`src/rtl/ps2_digit_decoder_if.sv`:
```
// Scan-code input and digit output stream of the PS/2 digit decoder.
// The decoder takes the master view; the producer/consumer environment takes the slave view.
interface ps2_digit_decoder_if;
    logic [7:0] CodeData;
    logic       CodeValid;
    logic [3:0] DigitData;
    logic       DigitValid;
    logic       DigitReady;

    modport master (
        input  CodeData,
        input  CodeValid,
        input  DigitReady,
        output DigitData,
        output DigitValid
    );

    modport slave (
        output CodeData,
        output CodeValid,
        output DigitReady,
        input  DigitData,
        input  DigitValid
    );
endinterface

```
`src/rtl/ps2_digit_decoder.sv`:
```
// Decodes PS/2 set-2 scan codes into decimal digits, queues them in a small FIFO
// and keeps the last four digits as BCD on led.
//
// state     | meaning
// IDLE      | waiting for a make code or a prefix byte
// BREAK     | 0xF0 seen; the next byte is a release and is discarded
// EXT       | 0xE0 seen; extended key, make is discarded
// EXT_BREAK | 0xE0 0xF0 seen; the next byte is discarded
module ps2_digit_decoder #(
    parameter int FIFO_DEPTH = 4
) (
    input  logic                 SysClock,
    input  logic                 ResetN,
    ps2_digit_decoder_if.master  link,
    output logic [15:0]          led,
    output logic                 Overflow
);
    localparam int AW = $clog2(FIFO_DEPTH);
    localparam logic [AW:0] DEPTH_C = (AW+1)'(FIFO_DEPTH);

    typedef enum logic [1:0] {IDLE, BREAK, EXT, EXT_BREAK} state_t;

    state_t        state_q, state_d;
    logic          is_digit;
    logic [3:0]    digit;
    logic          emit;
    logic          clear_led;

    logic [3:0]    mem [FIFO_DEPTH];
    logic [AW-1:0] wr_ptr, rd_ptr;
    logic [AW:0]   count;
    logic          full, pop, push, drop;

    always_comb begin
        is_digit = 1'b1;
        digit    = 4'd0;
        case (link.CodeData)
            8'h45, 8'h70: digit = 4'd0;
            8'h16, 8'h69: digit = 4'd1;
            8'h1E, 8'h72: digit = 4'd2;
            8'h26, 8'h7A: digit = 4'd3;
            8'h25, 8'h6B: digit = 4'd4;
            8'h2E, 8'h73: digit = 4'd5;
            8'h36, 8'h74: digit = 4'd6;
            8'h3D, 8'h6C: digit = 4'd7;
            8'h3E, 8'h75: digit = 4'd8;
            8'h46, 8'h7D: digit = 4'd9;
            default:      is_digit = 1'b0;
        endcase
    end

    always_ff @(posedge SysClock or negedge ResetN) begin
        if (!ResetN) state_q <= IDLE;
        else         state_q <= state_d;
    end

    always_comb begin
        state_d   = state_q;
        emit      = 1'b0;
        clear_led = 1'b0;
        if (link.CodeValid) begin
            case (state_q)
                IDLE: begin
                    if (link.CodeData == 8'hF0)      state_d = BREAK;
                    else if (link.CodeData == 8'hE0) state_d = EXT;
                    else if (is_digit)               emit = 1'b1;
                    else if (link.CodeData == 8'h66) clear_led = 1'b1;
                end
                BREAK:     if (link.CodeData != 8'hF0) state_d = IDLE;
                EXT: begin
                    if (link.CodeData == 8'hF0)      state_d = EXT_BREAK;
                    else if (link.CodeData != 8'hE0) state_d = IDLE;
                end
                EXT_BREAK: state_d = IDLE;
                default:   state_d = IDLE;
            endcase
        end
    end

    // A push into a full FIFO still succeeds when the head leaves on the same edge.
    assign full            = (count == DEPTH_C);
    assign link.DigitValid = (count != '0);
    assign link.DigitData  = mem[rd_ptr];
    assign pop             = link.DigitValid & link.DigitReady;
    assign push            = emit & (~full | pop);
    assign drop            = emit & full & ~pop;

    always_ff @(posedge SysClock or negedge ResetN) begin
        if (!ResetN) begin
            for (int i = 0; i < FIFO_DEPTH; i++) mem[i] <= 4'd0;
            wr_ptr <= '0;
            rd_ptr <= '0;
            count  <= '0;
        end else begin
            if (push) begin
                mem[wr_ptr] <= digit;
                wr_ptr      <= wr_ptr + 1'b1;
            end
            if (pop) rd_ptr <= rd_ptr + 1'b1;
            case ({push, pop})
                2'b10:   count <= count + 1'b1;
                2'b01:   count <= count - 1'b1;
                default: count <= count;
            endcase
        end
    end

    always_ff @(posedge SysClock or negedge ResetN) begin
        if (!ResetN) begin
            led      <= 16'h0000;
            Overflow <= 1'b0;
        end else begin
            if (emit)           led <= {led[11:0], digit};
            else if (clear_led) led <= 16'h0000;
            if (drop) Overflow <= 1'b1;
        end
    end
endmodule

```
`src/flat_wrapper.sv`:
```
// flat-port wrapper written by rule: the top's interface ports become plain ports
module ps2_digit_decoder_flat 
#(
    parameter int FIFO_DEPTH = 4
)
  (SysClock, ResetN, led, Overflow, link_CodeData, link_CodeValid, link_DigitReady, link_DigitData, link_DigitValid);
  ps2_digit_decoder_if link_i ();
  input  logic SysClock;
  input  logic ResetN;
  output logic [15:0] led;
  output logic Overflow;
  input wire logic [$bits(link_i.CodeData)-1:0] link_CodeData;
  input wire logic [$bits(link_i.CodeValid)-1:0] link_CodeValid;
  input wire logic [$bits(link_i.DigitReady)-1:0] link_DigitReady;
  output wire logic [$bits(link_i.DigitData)-1:0] link_DigitData;
  output wire logic [$bits(link_i.DigitValid)-1:0] link_DigitValid;
  assign link_i.CodeData = link_CodeData;
  assign link_i.CodeValid = link_CodeValid;
  assign link_i.DigitReady = link_DigitReady;
  assign link_DigitData = link_i.DigitData;
  assign link_DigitValid = link_i.DigitValid;
  ps2_digit_decoder #(.FIFO_DEPTH(FIFO_DEPTH)) u_core (.SysClock(SysClock), .ResetN(ResetN), .link(link_i), .led(led), .Overflow(Overflow));
endmodule
```
`config.mk`:
```
export PLATFORM = sky130hd
export DESIGN_NAME = ps2_digit_decoder_flat
export DESIGN_NICKNAME = d
export VERILOG_FILES = /design/src/rtl/ps2_digit_decoder_if.sv /design/src/rtl/ps2_digit_decoder.sv /design/src/flat_wrapper.sv
export SDC_FILE = /design/constraint.sdc
export NUM_CORES = 1
export LEC_CHECK = 0
export ABC_AREA = 1
export BUFFER_PORTS_ARGS = -buffer_cell sky130_fd_sc_hd__buf_4
export CAP_MARGIN = 20
export CORE_MARGIN = 3
export CORE_UTILIZATION = 33
export DETAILED_ROUTE_END_ITERATION = 16
export HOLD_SLACK_MARGIN = 0.15
export SETUP_SLACK_MARGIN = 0.15
export SLEW_MARGIN = 5
export SYNTH_ARGS = -nofsm -noshare
export SYNTH_HDL_FRONTEND = slang
export SYNTH_SLANG_ARGS = --single-unit
```
`constraint.sdc`:
```
create_clock -name SysClock -period 2.19 [get_ports SysClock]
set_clock_uncertainty 0.15 [all_clocks]
set_input_delay 0 -clock SysClock [delete_from_list [all_inputs] [get_ports SysClock]]
set_output_delay 0 -clock SysClock [all_outputs]
set_load 0.005 [all_outputs]
```
---- Yosys cells after proc, flatten, opt, wreduce, memory -nomap -nowiden ----
Index checks and enable logic that the tools add are counted.
word-level totals
  output and inout port bits .............. 22
  register bits after elaboration ......... 42
  input bits .............................. 12
  logic and storage cells ................. 104
operators by class
  $add $sub $neg .......................... 4
  equality and inequality tests ........... 34
  multiplexer cells ....................... 28
  $lt $le $gt $ge ......................... 3
  bitwise logic cells ..................... 9
  reductions and logical operators ........ 16
operators with widths
  cell                                                                     count
  8-bit by 7-bit == test with 1-bit output, second input constant          13
  8-bit by 6-bit == test with 1-bit output, second input constant          6
  4-bit case mux with 9 select lines                                       1
  16-bit two-way mux                                                       2
  20-bit OR reduction                                                      1
  2-bit OR reduction                                                       9
  16-bit bitwise mux                                                       1
  8-bit by 5-bit == test with 1-bit output, second input constant          2
  8-bit == test, second input constant                                     2
  8-bit inequality test, second input constant                             2
  1-bit two-way mux                                                        12
  4-bit two-way mux                                                        3
  2-bit two-way mux                                                        5
  4-bit binary-select mux with 2-bit select                                1
  4-bit demux with 2-bit select                                            1
  2-bit case mux with 4 select lines                                       1
  2-bit == test, second input constant                                     3
  3-bit greater-or-equal comparator, second input constant                 2
  3-bit by 1-bit inequality test with 1-bit output, second input constant  2
  2-bit inverter with 3-bit output                                         2
  3-bit case mux with 2 select lines                                       1
  2-bit by 1-bit adder with 2-bit output, second input constant            2
  1-bit AND                                                                4
  2-bit by 1-bit == test with 1-bit output, second input constant          2
  12 further kinds                                                         14

---- Depth between registers and ports, before layout ----
Gate-level depths: netlist of the first run.
  depth in word-level cells ............... 11
  depth in mapped cells ................... 16
  mapped depth without buffers ............ 16

---- Least setup slack after synthesis of the first run ----
OpenSTA, ideal clock, no wires.
  kind .................................... flip-flop to flip-flop
  from .................................... register u_core.count[1]
  to ...................................... register u_core.count[2]
  arrival time ............................ 1.868 ns
  slack ................................... 0.041 ns
  setup time .............................. 0.131 ns
  data required time ...................... 1.909 ns
  stages on the path, launching flop included .. 11
  path buffers ............................ 1
  clock period less this slack ............ 2.149 ns
  path through ............................ dfrtp_1 -> nor2_1 -> nand3_1 -> buf_2 -> nand2_1 -> ha_1 -> inv_1 -> fa_1 -> a21oi_1 -> o21ai_0 -> xor2_1
between the ends
  longest elaborated chain between the ends .. 6
  elaborated cells between the ends (all ways) .. 12
  classes of those cells .................. 2 x add/sub; 3 x eq/ne; 1 x mux; 4 x bitwise; 2 x reduce/logical
ends and longest elaborated chain
  item                                                                              RTL line                                          text
  start, declared                                                                   ps2_digit_decoder.sv:31                           logic [AW:0] count;
  start signal, assigned                                                            ps2_digit_decoder.sv:101                          2'b10: count <= count + 1'b1;
  start signal, assigned                                                            ps2_digit_decoder.sv:102                          2'b01: count <= count - 1'b1;
  start signal, assigned                                                            ps2_digit_decoder.sv:103                          default: count <= count;
  3-bit nonzero test / 3-bit == test (equally long branches)                        ps2_digit_decoder.sv:82, ps2_digit_decoder.sv:81
  1-bit AND / 1-bit inverter (equally long branches)                                ps2_digit_decoder.sv:84, ps2_digit_decoder.sv:85
  1-bit OR                                                                          ps2_digit_decoder.sv:85                           assign push = emit & (~full | pop);
  1-bit AND                                                                         ps2_digit_decoder.sv:85
  2-bit by 1-bit == test with 1-bit output / 2-bit == test (equally long branches)  ps2_digit_decoder.sv:100                          case ({push, pop})
  3-bit case mux with 2 select lines / 2-bit nonzero test (equally long branches)   n/a
Several ways; a longest one is shown, not always the timed one.
A chain may end at the register's enable or synchronous reset.

---- Worst setup path in the final report of the first run ----
  from .................................... register u_core.state_q[0]
  to ...................................... register u_core.count[1]
between the ends
  longest elaborated chain between the ends .. 6
  elaborated cells between the ends (all ways) .. 8
  classes of those cells .................. 2 x eq/ne; 3 x mux; 1 x bitwise; 2 x reduce/logical
ends and longest elaborated chain
  item                                                                              RTL line                  text
  start, declared                                                                   ps2_digit_decoder.sv:23   state_t state_q, state_d;
  start signal, assigned                                                            ps2_digit_decoder.sv:54   else state_q <= state_d;
  2-bit logical NOT *                                                               ps2_digit_decoder.sv:62   case (state_q)
  1-bit two-way mux *                                                               ps2_digit_decoder.sv:62
  1-bit two-way mux *                                                               ps2_digit_decoder.sv:61   if (link.CodeValid) begin
  1-bit AND *                                                                       ps2_digit_decoder.sv:85
  2-bit by 1-bit == test with 1-bit output / 2-bit == test (equally long branches)  ps2_digit_decoder.sv:100
  3-bit case mux with 2 select lines / 2-bit nonzero test (equally long branches)   n/a
Mark *: on every way between the ends. The rest lies on a longest branch, timed or not.

==> out/results.txt, run 1 <==
status -> complete, no violations
gp weighted congestion -> 0.872
DRC Markers -> 0
GRT Overall Usage -> 13.9%
fin crit share -> 89.6%
fillers -> 739
most frequent cells in the layout -> nand2_1 (92), buf_4 (44), dfrtp_1 (42)
first-pass GRT wire length -> 9740 µm
total core area -> 0.00702 mm²
Seq/Total Area, Yosys -> 42.6%
Final Cell Area -> 0.00307 mm²
total clock sinks -> 42
worst path cell trace -> nor2_2, nand4_2, a21oi_4, nand2_2, ha_2, inv_2, fa_2, o21ai_1
Fin. Hold Viols -> 0
WHS -> 0.195 ns
Yosys top cell area share -> 42.6%
post-route ant nets -> 0
Yosys top cell by area -> dfrtp_1
CP peak stage delay -> 0.43 ns
most common cell after layout, fill and taps aside -> nand2_1
worst-path fanout max -> 3
die width -> 92.5 µm
Tot Pwr -> 2.94 mW
number of synthesized register bits -> 42
Leak -> 1.57 nW
Worst Max-Slew Pin Slew -> 0.530 ns
max-slew headroom at the worst pin -> 64.6%
maximum root-to-sink buffer count -> 2
Pins Over Slew Limit -> 0
worst skew pair latency -> 0.29 ns
Cell Pwr Density -> 958 mW/mm²
synth unique cells -> 32
FF-to-FF Start -> u_core.state_q[0]
Setup crit start -> u_core.state_q[0]
Mapped Area -> 0.00247 mm²
routed via count -> 2147
cell count after synthesis -> 309
Die ar. -> 0.00855 mm²
initial drt markers -> 109
Area Overhead vs Synth -> 24.4%
MaxCap Viol Count -> 0
Final nets -> 378
WP buf/inv -> 1
GRT Residual Overflow -> 0
Initial Utilization -> 35.2%
hpwl dp -> 4180 µm
CP endpoint kind -> flip-flop
CP Launch Type -> flip-flop
largest net degree at the start of global routing -> 43
Ys Warns -> 0
vias in the first global route -> 2130
Vias/cell -> 4.70
Die Y -> 92.5 µm
unrepaired setup endpoints after global routing -> yes
row count -> 30
Placed Instances -> 439
family with the most delay on the worst path -> adder cells
Synth Area per Inst -> 7.99 µm²
port bufs -> 33
CTS tree -> done
highest-delay cell along the critical path -> fa_2
total CTS buffers -> 5
total wire length -> 5590 µm
register area -> 0.00105 mm²
ANT cells -> 0
htree depth -> 2
CTS clk-pin slew, worst paths -> 0.08 ns
final core occ -> 43.7%
Hold Startpoint -> link_CodeData[5]
multi-input combinational cell area -> 0.00127 mm²
Mapped Nets -> 327
Non-Filler Instances -> 457
Hold WC Path Type -> primary input to flip-flop
Root Driver -> clkbuf_8
fin crit period -> 1.96 ns
Max Freq -> 510 MHz
Peak VDD IR -> 0.000495 V
ranking of synthesized cells by area -> dfrtp_1 (43%), nand2_1 (14%), nand4_1 (5.6%)
Final setup viols -> 0
drt wl/cell -> 12.2 µm
Critical Path RT -> 2.25 ns
layout cells sized above 1 -> 27.1%
Setup CP Type -> flip-flop to flip-flop
I/O pin cnt -> 34
antenna violations before repair -> 0
Placement Cell Area -> 0.00285 mm²
WP data arrival -> 2.03 ns
DR pass1 iterations -> 4
[kinds of logic after synthesis]
family                     after synthesis  share of synthesized area, %
adders and majority gates                6                          3.35
xor gates and xnor gates                 4                          1.42
and+or+nand+nor                        186                          36.8
buffers and inverters                   36                          7.05
DFF                                     42                          42.6
AOI/OAI and AO/OA                       35                          8.77
[worst reg2reg max path, cell delays in order (launching register included)]
cell and delay (ns):
dfrtp_1 0.40, nor2_2 0.15, nand4_2 0.14, a21oi_4 0.17, nand2_2 0.07, ha_2 0.18, inv_2 0.07, fa_2 0.43
o21ai_1 0.13
[cells in the mapped netlist]
master / instances
nor3_1: 1
nand2_1: 94
o21ai_0: 20
or2_2: 1
buf_12: 1
nand4_1: 22
nor2_4: 5
inv_2: 2
o21bai_1: 1
ha_1: 5
nand2_8: 1
nand3_2: 1
nand3_1: 13
xnor2_1: 1
inv_1: 26
clkbuf_1: 1
o22ai_1: 4
o21ai_2: 6
nor2_2: 4
buf_2: 3
nand2_2: 10
nand2_4: 3
a21oi_1: 2
nand4_2: 2
nor2_1: 29
buf_6: 2
buf_4: 1
a21oi_4: 1
fa_1: 1
dfrtp_1: 42
xor2_1: 3
o21ai_1: 1
[worst paths after layout]
| check | end | slack, ns | cells after the start |
|---|---|---|---|
| setup reg to reg | u_core.count[1] | 0.23 | 8 |
| min in group asynchronous | u_core.mem[1] | 0.65 | 3 |
| setup / recovery | u_core.count[1] | 0.23 | 8 |
| hold / removal | u_core.led[2] | 0.20 | 6 |
| hold reg to reg | u_core.mem[11] | 0.34 | 2 |
| max in group asynchronous | u_core.led[11] | 0.88 | 3 |
[flip-flops by register name (all words and copies together), names as in the netlist]
signal           cells
u_core.led          16
u_core.mem          16
u_core.count         3
u_core.rd_ptr        2
u_core.state_q       2
u_core.wr_ptr        2
u_core.Overflow      1
[through the flow]
| step | TNS [ns] | setup slack (ns) |
|---|---|---|
| after floorplan | 0 | 0.153 |
| after global placement | 0 | 0.00411 |
| after CTS | 0 | 0.186 |
| after global routing | 0 | 0.146 |
| after detailed placement | -0.0164 | -0.0164 |
| final | 0 | 0.229 |
[where the power goes]
part	internal, mW	switching (mW)	total (mW)
Combinational	0.578	0.591	1.17
Sequential	0.994	0.187	1.18
Clock	0.335	0.255	0.590
[area by class of cell]
class	count	area share [%]
Clock buffer	5	2.24
Clock inverter	3	1.30
Tap cell	96	3.91
Inverter	28	3.42
Sequential cell	42	34.2
Timing Repair Buffer	52	13.4
Multi-Input combinational cell	231	41.5
[repair_timing]
| item | 4_1_cts | 5_1_grt |
|---|---|---|
| hold buffers | 8 | 0 |
| gates resized for setup | 0 | 4 |
| setup endpoints to repair | 1 | 2 |
| pin swaps | 1 | 3 |
| endpoints found under the hold margin | 49 | 0 |
| setup buffers | 2 | 0 |
[per-layer routing]
layer / GRT usage, % / share of wire [%]
met5: 0 / 0
met4: 3.22 / 0.52
met3: 3.09 / 4.2
met2: 22.4 / 47
met1: 18.9 / 48
Power figures use the tool's default switching activity.
==> inputs of run 2 (changes only) <==
--- a/config.mk
+++ b/config.mk
@@ -6,12 +6,14 @@
 export NUM_CORES = 1
 export LEC_CHECK = 0
 export ABC_AREA = 1
+export ABC_CLOCK_PERIOD_IN_PS = 2190
 export BUFFER_PORTS_ARGS = -buffer_cell sky130_fd_sc_hd__buf_4
 export CAP_MARGIN = 20
 export CORE_MARGIN = 3
-export CORE_UTILIZATION = 33
+export CORE_UTILIZATION = 45
 export DETAILED_ROUTE_END_ITERATION = 16
 export HOLD_SLACK_MARGIN = 0.15
+export PLACE_DENSITY = 0.67
 export SETUP_SLACK_MARGIN = 0.15
 export SLEW_MARGIN = 5
 export SYNTH_ARGS = -nofsm -noshare
==> run 2 against run 1 <==
Critical endpoint unchanged. Global-route usage up 4.8 points. Total power down 1.2%. Cell area down 0.86%. Largest power group is now combinational logic. Utilization up 15 points. Non-clock buffer count up 1. Critical path type unchanged. Worst hold slack worse by 0.025 ns. Register-to-register slack worse by 0.02 ns. Combinational power up 3%. Highest routed layer unchanged. Cell count down 5.5%. Clock-buffer cell count up 2. Sequential share of layout area up 0.34 points.
==> out/results.txt, run 2 (same netlist as run 1, synthesis figures left out) <==
worst hold path depth -> 5
Tot Pwr -> 2.91 mW
GRT Residual Overflow -> 0
Hold WC Path Type -> primary input to flip-flop
GRT Overall Usage -> 18.7%
WP buf/inv -> 1
total CTS buffers -> 5
Final WS setup -> 0.212 ns
Area Overhead vs Synth -> 23.3%
Cell Pwr Density -> 955 mW/mm²
Leak -> 1.57 nW
FF-to-FF Start -> u_core.state_q[0]
CP Launch Type -> flip-flop
total clock sinks -> 42
ANT cells -> 0
CTS tree -> done
largest net degree at the start of global routing -> 43
drt wl/cell -> 12.7 µm
worst skew pair latency -> 0.30 ns
R2R setup slack -> 0.21 ns
switch share -> 36.6%
highest-delay cell along the critical path -> dfrtp_2
fin crit period -> 1.98 ns
maximum root-to-sink buffer count -> 2
most frequent cells in the layout -> nand2_1 (92), buf_4 (46), dfrtp_1 (41)
Gate power share -> 41.7%
hpwl dp -> 4030 µm
post-route ant nets -> 0
Placed Instances -> 412
largest registers -> u_core.led x16, u_core.mem x16, u_core.count x3
WL met2 -> 2600 µm
status -> complete, no violations
worst-path fanout max -> 5
Vias/cell -> 5.00
port bufs -> 33
I/O pin cnt -> 34
Sw Pwr -> 1.06 mW
worst path cell trace -> nor2_4, nand4_4, a21oi_4, nand2_2, ha_2, inv_2, fa_2, o21ai_1
Die ar. -> 0.00641 mm²
WHS -> 0.171 ns
Max Freq -> 505 MHz
vias in the first global route -> 2049
reg2reg end -> u_core.count[1]
pre-CTS setup slack -> -0.0275 ns
Pins Over Slew Limit -> 0
Peak VDD IR -> 0.000601 V
Root Driver -> clkbuf_8
WHS Endpoint -> u_core.state_q[0]
total wire length -> 5490 µm
Setup CP Type -> flip-flop to flip-flop
max-slew headroom at the worst pin -> 64.5%
Die Y -> 80.0 µm
CTS clk-pin slew, worst paths -> 0.08 ns
MaxCap Viol Count -> 0
most common cell after layout, fill and taps aside -> nand2_1
die width -> 80.0 µm
total core area -> 0.00520 mm²
Max Used Layer -> met4
Initial Utilization -> 47.4%
CP endpoint kind -> flip-flop
layout cells sized above 1 -> 27.9%
met3 WL -> 199 µm
row count -> 26
CP peak stage delay -> 0.45 ns
first-pass GRT wire length -> 9380 µm
WP data arrival -> 2.06 ns
Reg2Reg Depth -> 8
routed via count -> 2160
fin crit share -> 90.3%
Final Cell Area -> 0.00304 mm²
final core occ -> 58.5%
design internal power -> 1.84 mW
DR pass1 iterations -> 4
Placement Cell Area -> 0.00281 mm²
Post-Route M1 WL -> 2600 µm
Final setup viols -> 0
htree depth -> 2
gp weighted congestion -> 0.821
unrepaired setup endpoints after global routing -> no
Fin. Hold Viols -> 0
Critical Path RT -> 2.27 ns
Hold Startpoint -> link_CodeData[5]
Worst Max-Slew Pin Slew -> 0.533 ns
Non-Filler Instances -> 432
DRC Markers -> 0
Final nets -> 379
Clk pwr share -> 17.7%
initial drt markers -> 186
setup TNS -> 0 ns
Reg power frac -> 40.6%
antenna violations before repair -> 0
family with the most delay on the worst path -> adder cells
==> run 2: timing repair <==
action                                  in CTS  in global routing
endpoints found under the setup margin       2                  4
buffers inserted                             0                  5
hold buffers                                 8                  0
pin swaps                                    1                  5
hold endpoints to repair                    49                  0
gates resized for setup                      1                  7
==> run 2: worst max path at each step <==
stage                            startpoint         endpoint  slack [ns]  cells past startpoint
after floorplan             u_core.count[0]  u_core.count[2]        0.15                     10
after global placement     link_CodeData[7]  u_core.count[2]      0.0001                     17
after detailed placement   link_CodeData[0]  u_core.count[2]       -0.03                     14
after CTS                 u_core.state_q[0]  u_core.count[1]        0.14                      8
after global routing       link_CodeData[4]  u_core.count[2]        0.14                     12
final                     u_core.state_q[0]  u_core.count[1]        0.21                      8
==> run 2: layout make-up <==
type                       count  area (µm²)
clock inverter                 1        5.00
fill                         504        2160
multi-input combinational    231        1290
clock buffer                   7        86.3
timing repair buffer          53         415
tap                           70        87.6
inverter                      28         105
sequential                    42        1050
==> run 2: tightest hold or removal path: cells and delay by family <==
family / cells / cell delay, ns
buf+inv: 2 / 0.26
simple gates: 2 / 0.23
compound gates: 1 / 0.08
==> run 2: per-layer routing <==
metal	GRT usage, %	vias to the layer above
li1	-	1109
met1	25.2	1004
met2	29.6	38
met3	3.84	9
met4	6.42	0
met5	0	-
==> run 2: power by group through the flow <==
stage / combinational (mW) / sequential [mW] / clock [mW]
after floorplan: 0.690 / 1.15 / 0
after global placement: 1.10 / 1.18 / 0
after detailed placement: 1.14 / 1.18 / 0
after CTS: 1.15 / 1.17 / 0.527
after global routing: 1.37 / 1.21 / 0.570
final: 1.21 / 1.18 / 0.515
==> inputs of run 3 (changes only) <==
--- a/config.mk
+++ b/config.mk
@@ -11,6 +11,7 @@
 export CAP_MARGIN = 20
 export CORE_MARGIN = 3
 export CORE_UTILIZATION = 45
+export CTS_BUF_LIST = sky130_fd_sc_hd__clkbuf_8
 export DETAILED_ROUTE_END_ITERATION = 16
 export HOLD_SLACK_MARGIN = 0.15
 export PLACE_DENSITY = 0.67
==> run 3 against run 2 <==
Cell count stayed put. Total power decreased by 0.20%. Clock-buffer cell count decreased by 1. Register-to-register slack is essentially flat. Sequential share of layout area unchanged. Flip-flop and latch count is the same. Combinational power hardly changed. Clock power decreased by 1%. Largest power group unchanged.
==> out/results.txt, run 3 (same netlist as run 1, synthesis figures left out) <==
max-slew headroom at the worst pin -> 64.5%
layout cells sized above 1 -> 27.9%
reg2reg end -> u_core.count[1]
htree depth -> 2
multi-input combinational cell area -> 0.00129 mm²
worst path cell trace -> nor2_4, nand4_4, a21oi_4, nand2_2, ha_2, inv_2, fa_2, o21ai_1
Critical Path RT -> 2.27 ns
total clock sinks -> 42
fin crit period -> 1.98 ns
first-pass GRT wire length -> 9380 µm
GRT Overall Usage -> 18.7%
Max Freq -> 505 MHz
fillers -> 504
status -> complete, no violations
Die ar. -> 0.00641 mm²
R2R setup slack -> 0.21 ns
worst hold path depth -> 5
drt wl/cell -> 12.7 µm
Final nets -> 379
WHS Endpoint -> u_core.state_q[0]
WP buf/inv -> 1
maximum root-to-sink buffer count -> 2
Non-Filler Instances -> 432
Final Cell Area -> 0.00304 mm²
initial drt markers -> 186
die width -> 80.0 µm
Cell Pwr Density -> 953 mW/mm²
Reg2Reg Depth -> 8
vias in the first global route -> 2049
row count -> 26
most common cell after layout, fill and taps aside -> nand2_1
Tot Pwr -> 2.90 mW
highest-delay cell along the critical path -> dfrtp_2
Peak VDD IR -> 0.000601 V
Hold WC Path Type -> primary input to flip-flop
Final setup viols -> 0
I/O pin cnt -> 34
gp weighted congestion -> 0.821
CP Launch Type -> flip-flop
CTS clk-pin slew, worst paths -> 0.08 ns
Root Driver -> clkbuf_8
unrepaired setup endpoints after global routing -> no
hpwl dp -> 4030 µm
worst-path fanout max -> 5
family with the most delay on the worst path -> adder cells
register area -> 0.00105 mm²
Initial Utilization -> 47.4%
Area Overhead vs Synth -> 23.3%
Vias/cell -> 4.99
antenna violations before repair -> 0
total core area -> 0.00520 mm²
Fin. Hold Viols -> 0
FF-to-FF Start -> u_core.state_q[0]
total wire length -> 5490 µm
MaxCap Viol Count -> 0
WP data arrival -> 2.05 ns
total CTS buffers -> 5
ANT cells -> 0
DRC Markers -> 0
CP peak stage delay -> 0.45 ns
CP endpoint kind -> flip-flop
largest registers -> u_core.led x16, u_core.mem x16, u_core.count x3
routed via count -> 2157
Placed Instances -> 412
largest net degree at the start of global routing -> 43
most frequent cells in the layout -> nand2_1 (92), buf_4 (46), dfrtp_1 (41)
fin crit share -> 90.4%
DR pass1 iterations -> 4
Placement Cell Area -> 0.00281 mm²
port bufs -> 33
CTS tree -> done
Worst Max-Slew Pin Slew -> 0.533 ns
Setup CP Type -> flip-flop to flip-flop
GRT Residual Overflow -> 0
post-route ant nets -> 0
Die Y -> 80.0 µm
worst skew pair latency -> 0.30 ns
Hold Startpoint -> link_CodeData[5]
Leak -> 1.57 nW
Pins Over Slew Limit -> 0
## run 3: worst max path at each step
| stage | cells after the start | start | endpoint | slack [ns] |
|---|---|---|---|---|
| finish | 8 | u_core.state_q[0] | u_core.count[1] | 0.21 |
| global placement | 17 | link_CodeData[7] | u_core.count[2] | 0.0001 |
| detailed placement | 14 | link_CodeData[0] | u_core.count[2] | -0.03 |
| global route | 12 | link_CodeData[4] | u_core.count[2] | 0.14 |
| floorplan | 10 | u_core.count[0] | u_core.count[2] | 0.15 |
| CTS | 8 | u_core.state_q[0] | u_core.count[1] | 0.14 |
## run 3: what timing repair did
action                                 CTS  global route
gates cloned                             0             0
setup endpoints to repair                2             4
setup buffers                            0             5
hold buffers                             8             0
endpoints found under the hold margin   49             0
gates resized for setup                  1             7
pin swaps                                1             5
## run 3: where the power goes
group | switching, mW | total [mW] | internal (mW)
combinational | 0.619 | 1.21 | 0.593
clock | 0.260 | 0.510 | 0.250
sequential | 0.184 | 1.18 | 0.994
## run 3: per-layer routing
metal | track usage [%] | share of wire, % | vias to the layer above
met3 | 3.84 | 3.6 | 8
met4 | 6.42 | 1.5 | 0
met5 | 0 | 0 | -
li1 | - | - | 1109
met2 | 29.6 | 47 | 40
met1 | 25.2 | 47 | 1000
## run 3: tightest hold or removal path: stages
cell and delay (ns):
buf_4 0.13, nand4_2 0.12, buf_4 0.13, or2_2 0.11, o21ai_0 0.08
## run 3: area by class of cell
type	count	share of cell area (%)
repair buffers	53	13.7
clock inverters	2	0.288
well taps	70	2.88
inverters	28	3.45
multi-input cells	231	42.4
clock buffers	6	2.71
flip-flops and latches	42	34.6
## run 3: through the flow
| stage | hold slack, ns | setup slack [ns] | utilization (%) | setup TNS [ns] |
|---|---|---|---|---|
| finish | 0.171 | 0.211 | 58.5 | 0 |
| global route | 0.247 | 0.139 | 58.5 | 0 |
| CTS | 0.191 | 0.136 | 57.4 | 0 |
| detailed placement | -0.124 | -0.0275 | 54.0 | -0.0275 |
| global placement | -0.134 | 0.000144 | 54.0 | 0 |
| floorplan | -0.446 | 0.153 | - | 0 |
